===== src/rtl/lights_frame_writer_if.sv =====
// Word-wide req/ack memory port shared by the LED frame producer and the output stage.
interface lights_frame_writer_if;
  logic [17:0] adr;
  logic        req;
  logic        ack;
  logic        write;
  logic [1:0]  sel;
  logic [15:0] wdata;

  modport master (output adr, req, write, sel, wdata, input ack);
  modport slave  (input adr, req, write, sel, wdata, output ack);
endinterface


===== src/rtl/lights_frame_writer.sv =====
// Renders one GRB frame (solid, chase or clear) per frame period into the packed LED buffer.
// state | meaning: IDLE wait for frame_start | WRITE present word, advance on ack | DONE pulse frame_done, step head
module lights_frame_writer #(
  parameter int BASE_ADR    = 500,
  parameter int NUM_LEDS    = 100,
  parameter int FRAME_TICKS = 500000
) (
  input  logic                  clk,
  input  logic                  rst,
  input  logic                  enable,
  input  logic [1:0]            mode,
  input  logic [23:0]           colour,
  output logic                  busy,
  output logic                  frame_done,
  output logic [8:0]            head,
  lights_frame_writer_if.master m_b
);

  localparam int NUM_BYTES = 3 * NUM_LEDS;
  localparam int NUM_WORDS = (NUM_BYTES + 1) / 2;
  localparam int TW        = $clog2(FRAME_TICKS + 1);
  localparam int WW        = $clog2(NUM_WORDS + 1);
  localparam int LW        = 10;

  typedef enum logic [1:0] {IDLE, WRITE, DONE} state_t;

  state_t          state, state_d;
  logic [TW-1:0]   tick;
  logic            frame_start;
  logic [WW-1:0]   word_idx;
  logic [LW-1:0]   led_lo;
  logic [1:0]      chan_lo;
  logic [LW-1:0]   led_hi;
  logic [1:0]      chan_hi;
  logic            hi_valid;
  logic            last_word;
  logic [1:0]      mode_q;
  logic [23:0]     colour_q;

  function automatic logic [7:0] byte_val(input logic [1:0] md, input logic [23:0] col,
                                          input logic [LW-1:0] led, input logic [1:0] ch,
                                          input logic [8:0] hd);
    logic [7:0] c;
    case (ch)
      2'd0:    c = col[23:16];
      2'd1:    c = col[15:8];
      default: c = col[7:0];
    endcase
    case (md)
      2'd0:    return c;
      2'd1:    return (led == {1'b0, hd}) ? c : 8'h00;
      default: return 8'h00;
    endcase
  endfunction

  always_ff @(posedge clk or posedge rst) begin
    if (rst) begin
      tick <= '0;
    end else if (tick == TW'(FRAME_TICKS - 1)) begin
      tick <= '0;
    end else begin
      tick <= tick + TW'(1);
    end
  end

  assign frame_start = (tick == TW'(FRAME_TICKS - 1)) && enable;

  // The high byte of a word is always the byte right after the low one.
  always_comb begin
    chan_hi = 2'd0;
    led_hi  = led_lo;
    if (chan_lo == 2'd2) begin
      chan_hi = 2'd0;
      led_hi  = led_lo + LW'(1);
    end else begin
      chan_hi = chan_lo + 2'd1;
      led_hi  = led_lo;
    end
  end

  assign hi_valid  = (led_hi < LW'(NUM_LEDS));
  assign last_word = (word_idx == WW'(NUM_WORDS - 1));

  always_ff @(posedge clk or posedge rst) begin
    if (rst) begin
      state <= IDLE;
    end else begin
      state <= state_d;
    end
  end

  always_comb begin
    state_d = state;
    case (state)
      IDLE:    if (frame_start) state_d = WRITE;
      WRITE:   if (m_b.ack && last_word) state_d = DONE;
      DONE:    state_d = IDLE;
      default: state_d = IDLE;
    endcase
  end

  always_ff @(posedge clk or posedge rst) begin
    if (rst) begin
      word_idx   <= '0;
      led_lo     <= '0;
      chan_lo    <= 2'd0;
      mode_q     <= 2'd0;
      colour_q   <= 24'h0;
      head       <= 9'd0;
      frame_done <= 1'b0;
    end else begin
      frame_done <= (state == DONE);
      case (state)
        IDLE: begin
          if (frame_start) begin
            mode_q   <= mode;
            colour_q <= colour;
            word_idx <= '0;
            led_lo   <= '0;
            chan_lo  <= 2'd0;
          end
        end
        WRITE: begin
          if (m_b.ack) begin
            word_idx <= word_idx + WW'(1);
            case (chan_lo)
              2'd0: begin
                chan_lo <= 2'd2;
              end
              2'd1: begin
                chan_lo <= 2'd0;
                led_lo  <= led_lo + LW'(1);
              end
              default: begin
                chan_lo <= 2'd1;
                led_lo  <= led_lo + LW'(1);
              end
            endcase
          end
        end
        DONE: begin
          if (mode_q == 2'd1) begin
            head <= (head == 9'(NUM_LEDS - 1)) ? 9'd0 : head + 9'd1;
          end
        end
        default: ;
      endcase
    end
  end

  // Bus outputs are decoded from state so an async reset drops req at once.
  always_comb begin
    m_b.req   = 1'b0;
    m_b.adr   = 18'd0;
    m_b.wdata = 16'h0000;
    if (state == WRITE) begin
      m_b.req   = 1'b1;
      m_b.adr   = 18'(BASE_ADR) + 18'(word_idx);
      m_b.wdata = {hi_valid ? byte_val(mode_q, colour_q, led_hi, chan_hi, head) : 8'h00,
                   byte_val(mode_q, colour_q, led_lo, chan_lo, head)};
    end
  end

  assign m_b.write = 1'b1;
  assign m_b.sel   = 2'b11;
  assign busy      = (state != IDLE);

endmodule


===== src/flat_wrapper.sv =====
// flat-port wrapper written by rule: the top's interface ports become plain ports
module lights_frame_writer_flat 
#(
  parameter int BASE_ADR    = 500,
  parameter int NUM_LEDS    = 100,
  parameter int FRAME_TICKS = 500000
)
  (clk, rst, enable, mode, colour, busy, frame_done, head, m_b_adr, m_b_req, m_b_write, m_b_sel, m_b_wdata, m_b_ack);
  lights_frame_writer_if m_b_i ();
  input  logic clk;
  input  logic rst;
  input  logic enable;
  input  logic [1:0] mode;
  input  logic [23:0] colour;
  output logic busy;
  output logic frame_done;
  output logic [8:0] head;
  output wire logic [$bits(m_b_i.adr)-1:0] m_b_adr;
  output wire logic [$bits(m_b_i.req)-1:0] m_b_req;
  output wire logic [$bits(m_b_i.write)-1:0] m_b_write;
  output wire logic [$bits(m_b_i.sel)-1:0] m_b_sel;
  output wire logic [$bits(m_b_i.wdata)-1:0] m_b_wdata;
  input wire logic [$bits(m_b_i.ack)-1:0] m_b_ack;
  assign m_b_adr = m_b_i.adr;
  assign m_b_req = m_b_i.req;
  assign m_b_write = m_b_i.write;
  assign m_b_sel = m_b_i.sel;
  assign m_b_wdata = m_b_i.wdata;
  assign m_b_i.ack = m_b_ack;
  lights_frame_writer #(.BASE_ADR(BASE_ADR), .NUM_LEDS(NUM_LEDS), .FRAME_TICKS(FRAME_TICKS)) u_core (.clk(clk), .rst(rst), .enable(enable), .mode(mode), .colour(colour), .busy(busy), .frame_done(frame_done), .head(head), .m_b(m_b_i));
endmodule

===== config.mk =====
export PLATFORM = sky130hd
export DESIGN_NAME = lights_frame_writer_flat
export DESIGN_NICKNAME = d
export VERILOG_FILES = /design/src/rtl/lights_frame_writer_if.sv /design/src/rtl/lights_frame_writer.sv /design/src/flat_wrapper.sv
export SDC_FILE = /design/constraint.sdc
export NUM_CORES = 1
export LEC_CHECK = 0
export ABC_AREA = 1
export CAP_MARGIN = 20
export CORE_MARGIN = 5
export CORE_UTILIZATION = 38
export DETAILED_ROUTE_END_ITERATION = 10
export GPL_TIMING_DRIVEN = 0
export PLACE_DENSITY = 0.72
export SYNTH_ARGS = -nofsm -noshare
export SYNTH_HDL_FRONTEND = slang
export SYNTH_SLANG_ARGS = --single-unit

===== constraint.sdc =====
create_clock -name clk -period 2.7 [get_ports clk]
set_clock_uncertainty 0.2 [all_clocks]
set_input_delay 0.54 -clock clk [delete_from_list [all_inputs] [get_ports clk]]
set_output_delay 0.54 -clock clk [all_outputs]
set_load 0.01 [all_outputs]

==> impl_metrics.prom, run 1 <==
# TYPE chip_impl_metric gauge
chip_impl_metric{name="initial_utilization",unit="%"} 38.5
chip_impl_metric{name="row_count",unit=""} 40
chip_impl_info{name="hold_path_class",value="reg -> reg"} 1
chip_impl_metric{name="placedCellCount",unit=""} 854
chip_impl_metric{name="post_drt_via_cell_ratio",unit=""} 5.10
chip_impl_metric{name="finalHoldViolCount",unit=""} 0
chip_impl_info{name="worst_reg2reg_endpoint",value="u_core.head[7]"} 1
chip_impl_metric{name="detail_route.drc_violations",unit=""} 0
chip_impl_metric{name="worst_hold_path.num_cells",unit=""} 1
chip_impl_metric{name="core_footprint",unit="um2"} 12000
chip_impl_info{name="global_route.peak_usage_layer",value="met2"} 1
chip_impl_metric{name="die_height",unit="um"} 120
chip_impl_metric{name="layout.filler_cells",unit=""} 1092
chip_impl_metric{name="netlist_instances",unit=""} 629
chip_impl_info{name="hold_path_end",value="u_core.frame_done"} 1
chip_impl_metric{name="clk_path_buf_depth",unit=""} 2
chip_impl_metric{name="detailedRoute.firstIterationViolations",unit=""} 183
chip_impl_metric{name="antenna_left",unit=""} 0
chip_impl_metric{name="power_leakage",unit="nW"} 3.12
chip_impl_metric{name="synth_warnings",unit=""} 0
chip_impl_metric{name="met3_usage",unit="%"} 2.83
chip_impl_metric{name="worst-r2r-cell-count",unit=""} 9
chip_impl_info{name="timing.rr.start",value="u_core.mode_q[0]"} 1
chip_impl_metric{name="timing_worst_slew_pin_value",unit="ps"} 640
chip_impl_metric{name="required",unit="ps"} 1960
chip_impl_metric{name="wl",unit="mm"} 12.5
chip_impl_metric{name="clk_latency",unit="ps"} 340
chip_impl_metric{name="fmaxAchievable",unit="MHz"} 332
chip_impl_metric{name="io_pins",unit=""} 79
chip_impl_metric{name="chipWidth",unit="um"} 120
chip_impl_metric{name="crit_arrival",unit="ps"} 2270
chip_impl_metric{name="critical_path.max_stage_delay",unit="ps"} 440
chip_impl_info{name="critPathCaptureType",value="output port"} 1
chip_impl_metric{name="timing.reg2reg.setup_slack",unit="ps"} 270
chip_impl_metric{name="cts_buffers",unit=""} 9
chip_impl_info{name="critical_path_class",value="reg -> out"} 1
chip_impl_metric{name="setup_violations",unit=""} 8
chip_impl_metric{name="number_of_port_buffers",unit=""} 67
chip_impl_metric{name="timing.max_cap.violations",unit=""} 0
chip_impl_info{name="grt_setup_unrepaired",value="true"} 1
chip_impl_metric{name="final_nets",unit=""} 778
chip_impl_info{name="run_status",value="finished, violations left"} 1
chip_impl_metric{name="timing_max_transition_violations_final",unit=""} 0
chip_impl_metric{name="cellPowerDensity",unit="nW/um2"} 409
chip_impl_info{name="min-delay-start",value="u_core.state[0]"} 1
chip_impl_metric{name="antenna_violations_before_repair",unit=""} 0
chip_impl_metric{name="half_perimeter_wire_length_after_detailed_placement",unit="mm"} 8.97
chip_impl_metric{name="number_of_global_route_vias_before_repair",unit=""} 4344
chip_impl_metric{name="clk_pin_slew",unit="ps"} 60
chip_impl_metric{name="routed_wire_length_per_instance",unit="um"} 14.0
chip_impl_metric{name="clock-sinks",unit=""} 77
chip_impl_info{name="cpMaxStageDelayCell",value="sky130_fd_sc_hd__dfrtp_2"} 1
chip_impl_metric{name="fin_total_pwr",unit="mW"} 2.58
chip_impl_metric{name="largest_net_degree_at_the_start_of_global_routing",unit=""} 31
chip_impl_info{name="cts_root_buffer",value="sky130_fd_sc_hd__clkbuf_16"} 1
chip_impl_metric{name="syn_area_per_cell",unit="um2"} 7.33
chip_impl_info{name="crit_path_cell_trace",value="ha_4, buf_6, inv_2, nand2_2, nand2_2, o21a_1, nand2_1, nand2_1, nand3_2, nor2_4, nand3_4, a21oi_2, buf_2"} 1
chip_impl_info{name="critical_path.startpoint_type",value="register"} 1
chip_impl_metric{name="ratio_of_cells_with_drive_above_1_in_the_final_layout",unit="%"} 21.4
chip_impl_info{name="layout.cells.most_common_list",value="sky130_fd_sc_hd__nand2_1 (152), sky130_fd_sc_hd__inv_1 (73), sky130_fd_sc_hd__dfrtp_1 (63)"} 1
chip_impl_metric{name="postLayoutSetupSlackWorst",unit="ps"} -313
chip_impl_metric{name="crit_fanout",unit=""} 8
chip_impl_metric{name="synth-seq-area-share",unit="%"} 41.8
chip_impl_metric{name="globalRouteOverflowTotal",unit=""} 0
chip_impl_metric{name="yosysUniqueCellTypes",unit=""} 38
chip_impl_metric{name="cts-hold-fix-buffers",unit=""} 0
chip_impl_info{name="mostFrequentLayoutCell",value="sky130_fd_sc_hd__nand2_1"} 1
chip_impl_info{name="cts_tree",value="yes"} 1
chip_impl_metric{name="synth_area",unit="um2"} 4610
chip_impl_metric{name="place_ws",unit="ps"} -592
chip_impl_metric{name="antenna-diode-count",unit=""} 0
chip_impl_metric{name="post_layout_min_period",unit="ps"} 3010
chip_impl_metric{name="postSynthRegisterBits",unit=""} 77
chip_impl_metric{name="finalNonFillerCells",unit=""} 893
chip_impl_metric{name="max_slew_margin",unit="%"} 56.9
chip_impl_metric{name="gr-usage-all-layers",unit="%"} 17.8
chip_impl_info{name="failed_checks",value="setup timing"} 1
chip_impl_metric{name="met2_track_demand_over_resource_in_global_routing",unit="%"} 29.6
chip_impl_metric{name="grt_pass1_wl",unit="mm"} 21.0
chip_impl_metric{name="number_of_vias_in_the_routed_layout",unit=""} 4550
chip_impl_metric{name="worst_ir_drop_on_vdd",unit="mV"} 0.288
chip_impl_metric{name="gp_routability_congestion",unit=""} 0.831
chip_impl_metric{name="area_growth_syn_to_layout",unit="%"} 36.5
chip_impl_metric{name="post-route-period-util",unit="%"} 112
chip_impl_metric{name="first_pass_iters",unit=""} 4
chip_impl_metric{name="fp.dieArea",unit="um2"} 14400
chip_impl_metric{name="met1_usage",unit="%"} 23.0
chip_impl_metric{name="ctsHtreeMaxLevel",unit=""} 3
[report_power, final]
part | leakage, nW | switching, mW | internal [mW]
Combinational | 2.04 | 0.0387 | 0.0528
Sequential | 0.918 | 0 | 1.15
Clock | 0.152 | 0.494 | 0.837
Total | 3.12 | 0.532 | 2.04
[area by class of cell]
type                            instances  area, um2  share of cell area, %
Buffer                                 24        161                   2.57
Multi-Input combinational cell        453       2510                   39.9
Timing Repair Buffer                   94        851                   13.5
Clock inverter                          5       83.8                   1.33
Tap cell                              147        184                   2.92
Sequential cell                        77       1940                   30.9
Clock buffer                           11        243                   3.86
Inverter                               82        315                   5.01
[sequential cells by signal, summed over array words and instances, names as in the netlist]
name               cells
u_core.chan_lo         2
u_core.colour_q       24
u_core.frame_done      1
u_core.head            9
u_core.led_lo         10
u_core.mode_q          2
u_core.state           2
u_core.tick           19
u_core.word_idx        8
[layer usage]
metal	vias to the layer above	wire length, um
met5	-	0
met3	22	653
met2	132	6090
met4	0	295
li1	2268	-
met1	2128	5500
[worst max-delay path, delay by kind of cell, from the launching register on]
kind / cells / cell delay, ps
AND/OR/NAND/NOR: 7 / 650
adder cells (fa/ha/maj): 1 / 190
buffers and inverters: 3 / 310
AO/OA/AOI/OAI: 2 / 340
flip-flops: 1 / 440
[how the worst max path moves through the flow]
stage	startpoint	endpoint	slack (ps)	depth (start not counted)
finish	u_core.led_lo[1]	m_b_wdata[8]	-310	13
global route	u_core.led_lo[1]	m_b_wdata[8]	-390	13
CTS	u_core.led_lo[1]	m_b_wdata[8]	-310	12
detailed placement	u_core.led_lo[0]	m_b_wdata[15]	-590	12
global placement	u_core.led_lo[0]	m_b_wdata[15]	-610	12
floorplan	u_core.led_lo[0]	m_b_wdata[10]	250	11
[repair_timing]
action,CTS,global route
setup endpoints to repair,25,21
pin swaps,23,25
resized for setup,129,37
buffers inserted,17,9
[kinds of logic (layout without fill, tap and decap cells)]
logic type               count (synthesis)  count (layout)  share of synthesized area [%]
other                                    2              11                          0.163
AO/OA/AOI/OAI                          107             107                           13.2
AND/OR/NAND/NOR                        309             309                           29.3
buffers and inverters                  108             216                           10.1
XOR/XNOR                                19              19                           3.61
flip-flops                              77              77                           41.8
adder cells (fa/ha/maj)                  7               7                           1.90
[metrics by stage]
stage | util, % | setup TNS, ps | hold slack (ps) | area (um2)
6_report | 52.6 | -2220 | 254 | 6290
5_1_grt | 52.6 | -3270 | 265 | 6290
4_1_cts | 51.0 | -2330 | 261 | 6100
3_5_place_dp | 46.3 | -5970 | 251 | 5540
3_3_place_gp | 46.0 | -6180 | 249 | 5500
2_1_floorplan | - | 0 | 213 | 4650
[Yosys cell counts]
cell type / count / area share (%)
sky130_fd_sc_hd__nand3_2: 1 / 0.22
sky130_fd_sc_hd__xnor2_1: 3 / 0.57
sky130_fd_sc_hd__inv_4: 1 / 0.14
sky130_fd_sc_hd__ha_1: 7 / 1.9
sky130_fd_sc_hd__conb_1: 2 / 0.16
sky130_fd_sc_hd__nor2_1: 61 / 5.0
sky130_fd_sc_hd__inv_1: 78 / 6.4
sky130_fd_sc_hd__o22ai_1: 20 / 2.7
sky130_fd_sc_hd__clkinv_1: 1 / 0.081
sky130_fd_sc_hd__clkbuf_1: 8 / 0.65
sky130_fd_sc_hd__buf_2: 6 / 0.65
sky130_fd_sc_hd__nand3_4: 1 / 0.38
sky130_fd_sc_hd__nor2_8: 1 / 0.43
sky130_fd_sc_hd__nor3_2: 1 / 0.22
sky130_fd_sc_hd__nand3_1: 42 / 4.6
sky130_fd_sc_hd__inv_2: 2 / 0.16
sky130_fd_sc_hd__o211ai_1: 5 / 0.81
sky130_fd_sc_hd__and3_1: 1 / 0.14
sky130_fd_sc_hd__o21ai_0: 32 / 3.5
sky130_fd_sc_hd__o21bai_1: 2 / 0.33
sky130_fd_sc_hd__a221oi_1: 2 / 0.38
sky130_fd_sc_hd__nor2_2: 2 / 0.27
sky130_fd_sc_hd__o221ai_1: 2 / 0.38
sky130_fd_sc_hd__dfrtp_1: 77 / 42
sky130_fd_sc_hd__nand2_1: 163 / 13
sky130_fd_sc_hd__nor3_1: 12 / 1.3
sky130_fd_sc_hd__nand4_1: 17 / 2.3
sky130_fd_sc_hd__nor2_4: 2 / 0.49
sky130_fd_sc_hd__buf_4: 11 / 1.8
sky130_fd_sc_hd__a211oi_1: 1 / 0.16
sky130_fd_sc_hd__nor4_1: 4 / 0.54
sky130_fd_sc_hd__nor3b_1: 1 / 0.16
sky130_fd_sc_hd__xor2_1: 16 / 3.0
sky130_fd_sc_hd__a31oi_1: 1 / 0.14
sky130_fd_sc_hd__buf_6: 1 / 0.24
sky130_fd_sc_hd__o21a_1: 4 / 0.65
sky130_fd_sc_hd__a21oi_1: 37 / 4.0
sky130_fd_sc_hd__o21ai_1: 1 / 0.11
No activity file was read; power rests on OpenSTA's default activity.
==> run 2: changes to the inputs <==
==> constraint.sdc (replaced) <==
create_clock -name clk -period 2.7 [get_ports clk]
set_clock_uncertainty 0.2 [all_clocks]
set_input_delay 0.27 -clock clk [delete_from_list [all_inputs] [get_ports clk]]
set_output_delay 0.27 -clock clk [all_outputs]
set_load 0.01 [all_outputs]
==> impl_metrics.prom, run 2 (synthesis results as in run 1) <==
# TYPE chip_impl_metric gauge
chip_impl_info{name="run_status",value="finished, violations left"} 1
chip_impl_info{name="failed_checks",value="setup timing"} 1
chip_impl_metric{name="timing.critical_path.buf_inv",unit=""} 1
chip_impl_info{name="top_regs",value="u_core.colour_q x24, u_core.tick x19, u_core.led_lo x10"} 1
chip_impl_metric{name="worst_ir_drop_on_vdd",unit="mV"} 0.253
chip_impl_metric{name="power_leakage",unit="nW"} 2.97
chip_impl_metric{name="timing.reg2reg.setup_slack",unit="ps"} 320
chip_impl_metric{name="timing.max_cap.violations",unit=""} 0
chip_impl_metric{name="cellPowerDensity",unit="nW/um2"} 406
chip_impl_metric{name="timing_max_transition_violations_final",unit=""} 0
chip_impl_metric{name="largest_register_ff_count",unit=""} 24
chip_impl_metric{name="crit_fanout",unit=""} 8
chip_impl_metric{name="post-route-period-util",unit="%"} 101
chip_impl_metric{name="post_drt_via_cell_ratio",unit=""} 5.07
chip_impl_metric{name="timing_worst_slew_pin_value",unit="ps"} 627
chip_impl_metric{name="clock-sinks",unit=""} 77
chip_impl_info{name="crit_path_cell_trace",value="ha_4, nand2_4, nor2_4, nand2_1, nand2_2, nand3_2, nand2_2, nand2_2, nand3_2, nor2_4, nand3_4, a21oi_2, buf_2"} 1
chip_impl_metric{name="detailedRoute.firstIterationViolations",unit=""} 189
chip_impl_info{name="cts_root_buffer",value="sky130_fd_sc_hd__clkbuf_16"} 1
chip_impl_metric{name="die_height",unit="um"} 120
chip_impl_metric{name="area_growth_syn_to_layout",unit="%"} 32.1
chip_impl_metric{name="initial_utilization",unit="%"} 38.5
chip_impl_metric{name="number_of_port_buffers",unit=""} 67
chip_impl_metric{name="max_slew_margin",unit="%"} 57.8
chip_impl_info{name="critical_path.most_common_cell",value="sky130_fd_sc_hd__nand2_2"} 1
chip_impl_metric{name="globalRouteOverflowTotal",unit=""} 0
chip_impl_metric{name="gp_routability_congestion",unit=""} 0.840
chip_impl_info{name="mostFrequentLayoutCell",value="sky130_fd_sc_hd__nand2_1"} 1
chip_impl_metric{name="wl",unit="mm"} 12.2
chip_impl_metric{name="postLayoutSetupSlackWorst",unit="ps"} -13.6
chip_impl_metric{name="post_layout_min_period",unit="ps"} 2710
chip_impl_metric{name="clk_pin_slew",unit="ps"} 60
chip_impl_metric{name="antenna_violations_before_repair",unit=""} 0
chip_impl_metric{name="chipWidth",unit="um"} 120
chip_impl_metric{name="number_of_global_route_vias_before_repair",unit=""} 4255
chip_impl_metric{name="critical_path.max_stage_delay",unit="ps"} 460
chip_impl_info{name="critical_path.startpoint_type",value="register"} 1
chip_impl_info{name="timing.rr.start",value="u_core.mode_q[0]"} 1
chip_impl_metric{name="routed_wire_length_per_instance",unit="um"} 13.9
chip_impl_info{name="grt_setup_unrepaired",value="true"} 1
chip_impl_info{name="critPathCaptureType",value="output port"} 1
chip_impl_metric{name="ratio_of_cells_with_drive_above_1_in_the_final_layout",unit="%"} 15.3
chip_impl_metric{name="gr-usage-all-layers",unit="%"} 16.8
chip_impl_metric{name="crit_arrival",unit="ps"} 2240
chip_impl_metric{name="clk_latency",unit="ps"} 330
chip_impl_metric{name="setup_violations",unit=""} 1
chip_impl_info{name="critical_path_class",value="reg -> out"} 1
chip_impl_metric{name="first_pass_iters",unit=""} 5
chip_impl_metric{name="antenna-diode-count",unit=""} 0
chip_impl_info{name="layout.cells.most_common_list",value="sky130_fd_sc_hd__nand2_1 (154), sky130_fd_sc_hd__inv_1 (75), sky130_fd_sc_hd__dfrtp_1 (73)"} 1
chip_impl_metric{name="io_pins",unit=""} 79
chip_impl_metric{name="final_nets",unit=""} 765
chip_impl_metric{name="tns",unit="ps"} -13.6
chip_impl_metric{name="fmaxAchievable",unit="MHz"} 369
chip_impl_metric{name="row_count",unit=""} 40
chip_impl_metric{name="number_of_vias_in_the_routed_layout",unit=""} 4455
chip_impl_info{name="worst_reg2reg_endpoint",value="u_core.head[7]"} 1
chip_impl_metric{name="finalHoldViolCount",unit=""} 0
chip_impl_metric{name="clk_path_buf_depth",unit=""} 2
chip_impl_metric{name="required",unit="ps"} 2230
chip_impl_info{name="min-delay-start",value="u_core.state[0]"} 1
chip_impl_metric{name="antenna_left",unit=""} 0
chip_impl_metric{name="half_perimeter_wire_length_after_detailed_placement",unit="mm"} 8.73
chip_impl_info{name="hold_path_end",value="u_core.frame_done"} 1
chip_impl_metric{name="worst-r2r-cell-count",unit=""} 9
chip_impl_info{name="hold_path_class",value="reg -> reg"} 1
chip_impl_metric{name="hold_slack",unit="ps"} 254
chip_impl_info{name="critical_path.top_delay_family",value="simple AND/OR/NAND/NOR gates"} 1
chip_impl_metric{name="grt_pass1_wl",unit="mm"} 20.0
chip_impl_metric{name="cts_buffers",unit=""} 9
chip_impl_metric{name="detail_route.drc_violations",unit=""} 0
chip_impl_metric{name="core_footprint",unit="um2"} 12000
chip_impl_info{name="largest-register",value="u_core.colour_q"} 1
chip_impl_info{name="cpMaxStageDelayCell",value="sky130_fd_sc_hd__dfrtp_2"} 1
chip_impl_info{name="cts_tree",value="yes"} 1
chip_impl_metric{name="worst_hold_path.num_cells",unit=""} 1
chip_impl_metric{name="fp.dieArea",unit="um2"} 14400
chip_impl_metric{name="ctsHtreeMaxLevel",unit=""} 3
chip_impl_metric{name="largest_net_degree_at_the_start_of_global_routing",unit=""} 69
==> run 2: timing repair <==
| item | CTS | global route |
|---|---|---|
| setup buffers | 8 | 3 |
| resized for setup | 82 | 24 |
| endpoints found under the setup margin | 16 | 14 |
| pin swaps | 13 | 19 |
| endpoints found under the hold margin | 1 | 0 |
| hold buffers | 1 | 0 |
==> run 2: layout make-up <==
cell class | instances | area (um2)
Fill cell | 1147 | 5870
Multi-Input combinational cell | 453 | 2450
Sequential cell | 77 | 1930
Timing Repair Buffer | 80 | 749
Inverter | 82 | 314
Clock buffer | 10 | 239
Tap cell | 147 | 184
Buffer | 25 | 155
Clock inverter | 5 | 60.1
==> run 2: routing by layer <==
metal	GRT usage, %	routed length (um)	share of wire, %	vias up
met4	5.37	180	1.5	0
li1	-	-	-	2246
met1	22.0	5430	44	2062
met3	3.20	715	5.9	16
met2	27.9	5880	48	131
met5	0	0	0	-
==> run 2: power by group <==
part           switching, mW  internal, mW  leakage, nW  total [mW]
sequential                 0          1.15        0.928        1.15
combinational         0.0387        0.0521         1.90      0.0908
clock                  0.488         0.739        0.145        1.23
total                  0.526          1.95         2.97        2.47
==> run 2: through the flow <==
stage	power, mW	cell area, um2	setup slack, ps	utilization, %	instances
after floorplan	1.21	4640	263	-	638
after global placement	1.26	5500	-1080	46.0	852
after detailed placement	1.27	5530	-330	46.2	853
after CTS	2.48	6000	-67.0	50.2	876
after global routing	2.54	6090	-114	50.9	879
final	2.47	6090	-13.6	50.9	879
==> run 2: worst register-to-register path, cell delays in order (launching register included) <==
cell	delay [ps]
sky130_fd_sc_hd__dfrtp_1	320
sky130_fd_sc_hd__buf_2	260
sky130_fd_sc_hd__inv_1	150
sky130_fd_sc_hd__nor2_1	110
sky130_fd_sc_hd__nand2_1	160
sky130_fd_sc_hd__nor4_1	520
sky130_fd_sc_hd__nand3_1	180
sky130_fd_sc_hd__nor2_1	180
sky130_fd_sc_hd__a21oi_1	80
sky130_fd_sc_hd__o21a_1	110
==> run 2: how the worst max path moves through the flow <==
stage | start | endpoint | slack, ps | depth (start not counted)
CTS | u_core.led_lo[0] | m_b_wdata[8] | -70 | 12
finish | u_core.led_lo[0] | m_b_wdata[9] | -10 | 13
global route | u_core.led_lo[1] | m_b_wdata[15] | -110 | 12
floorplan | rst | u_core.chan_lo[0] | 260 | 1
detailed placement | u_core.led_lo[0] | m_b_wdata[9] | -330 | 12
global placement | rst | u_core.word_idx[1] | -1080 | 2
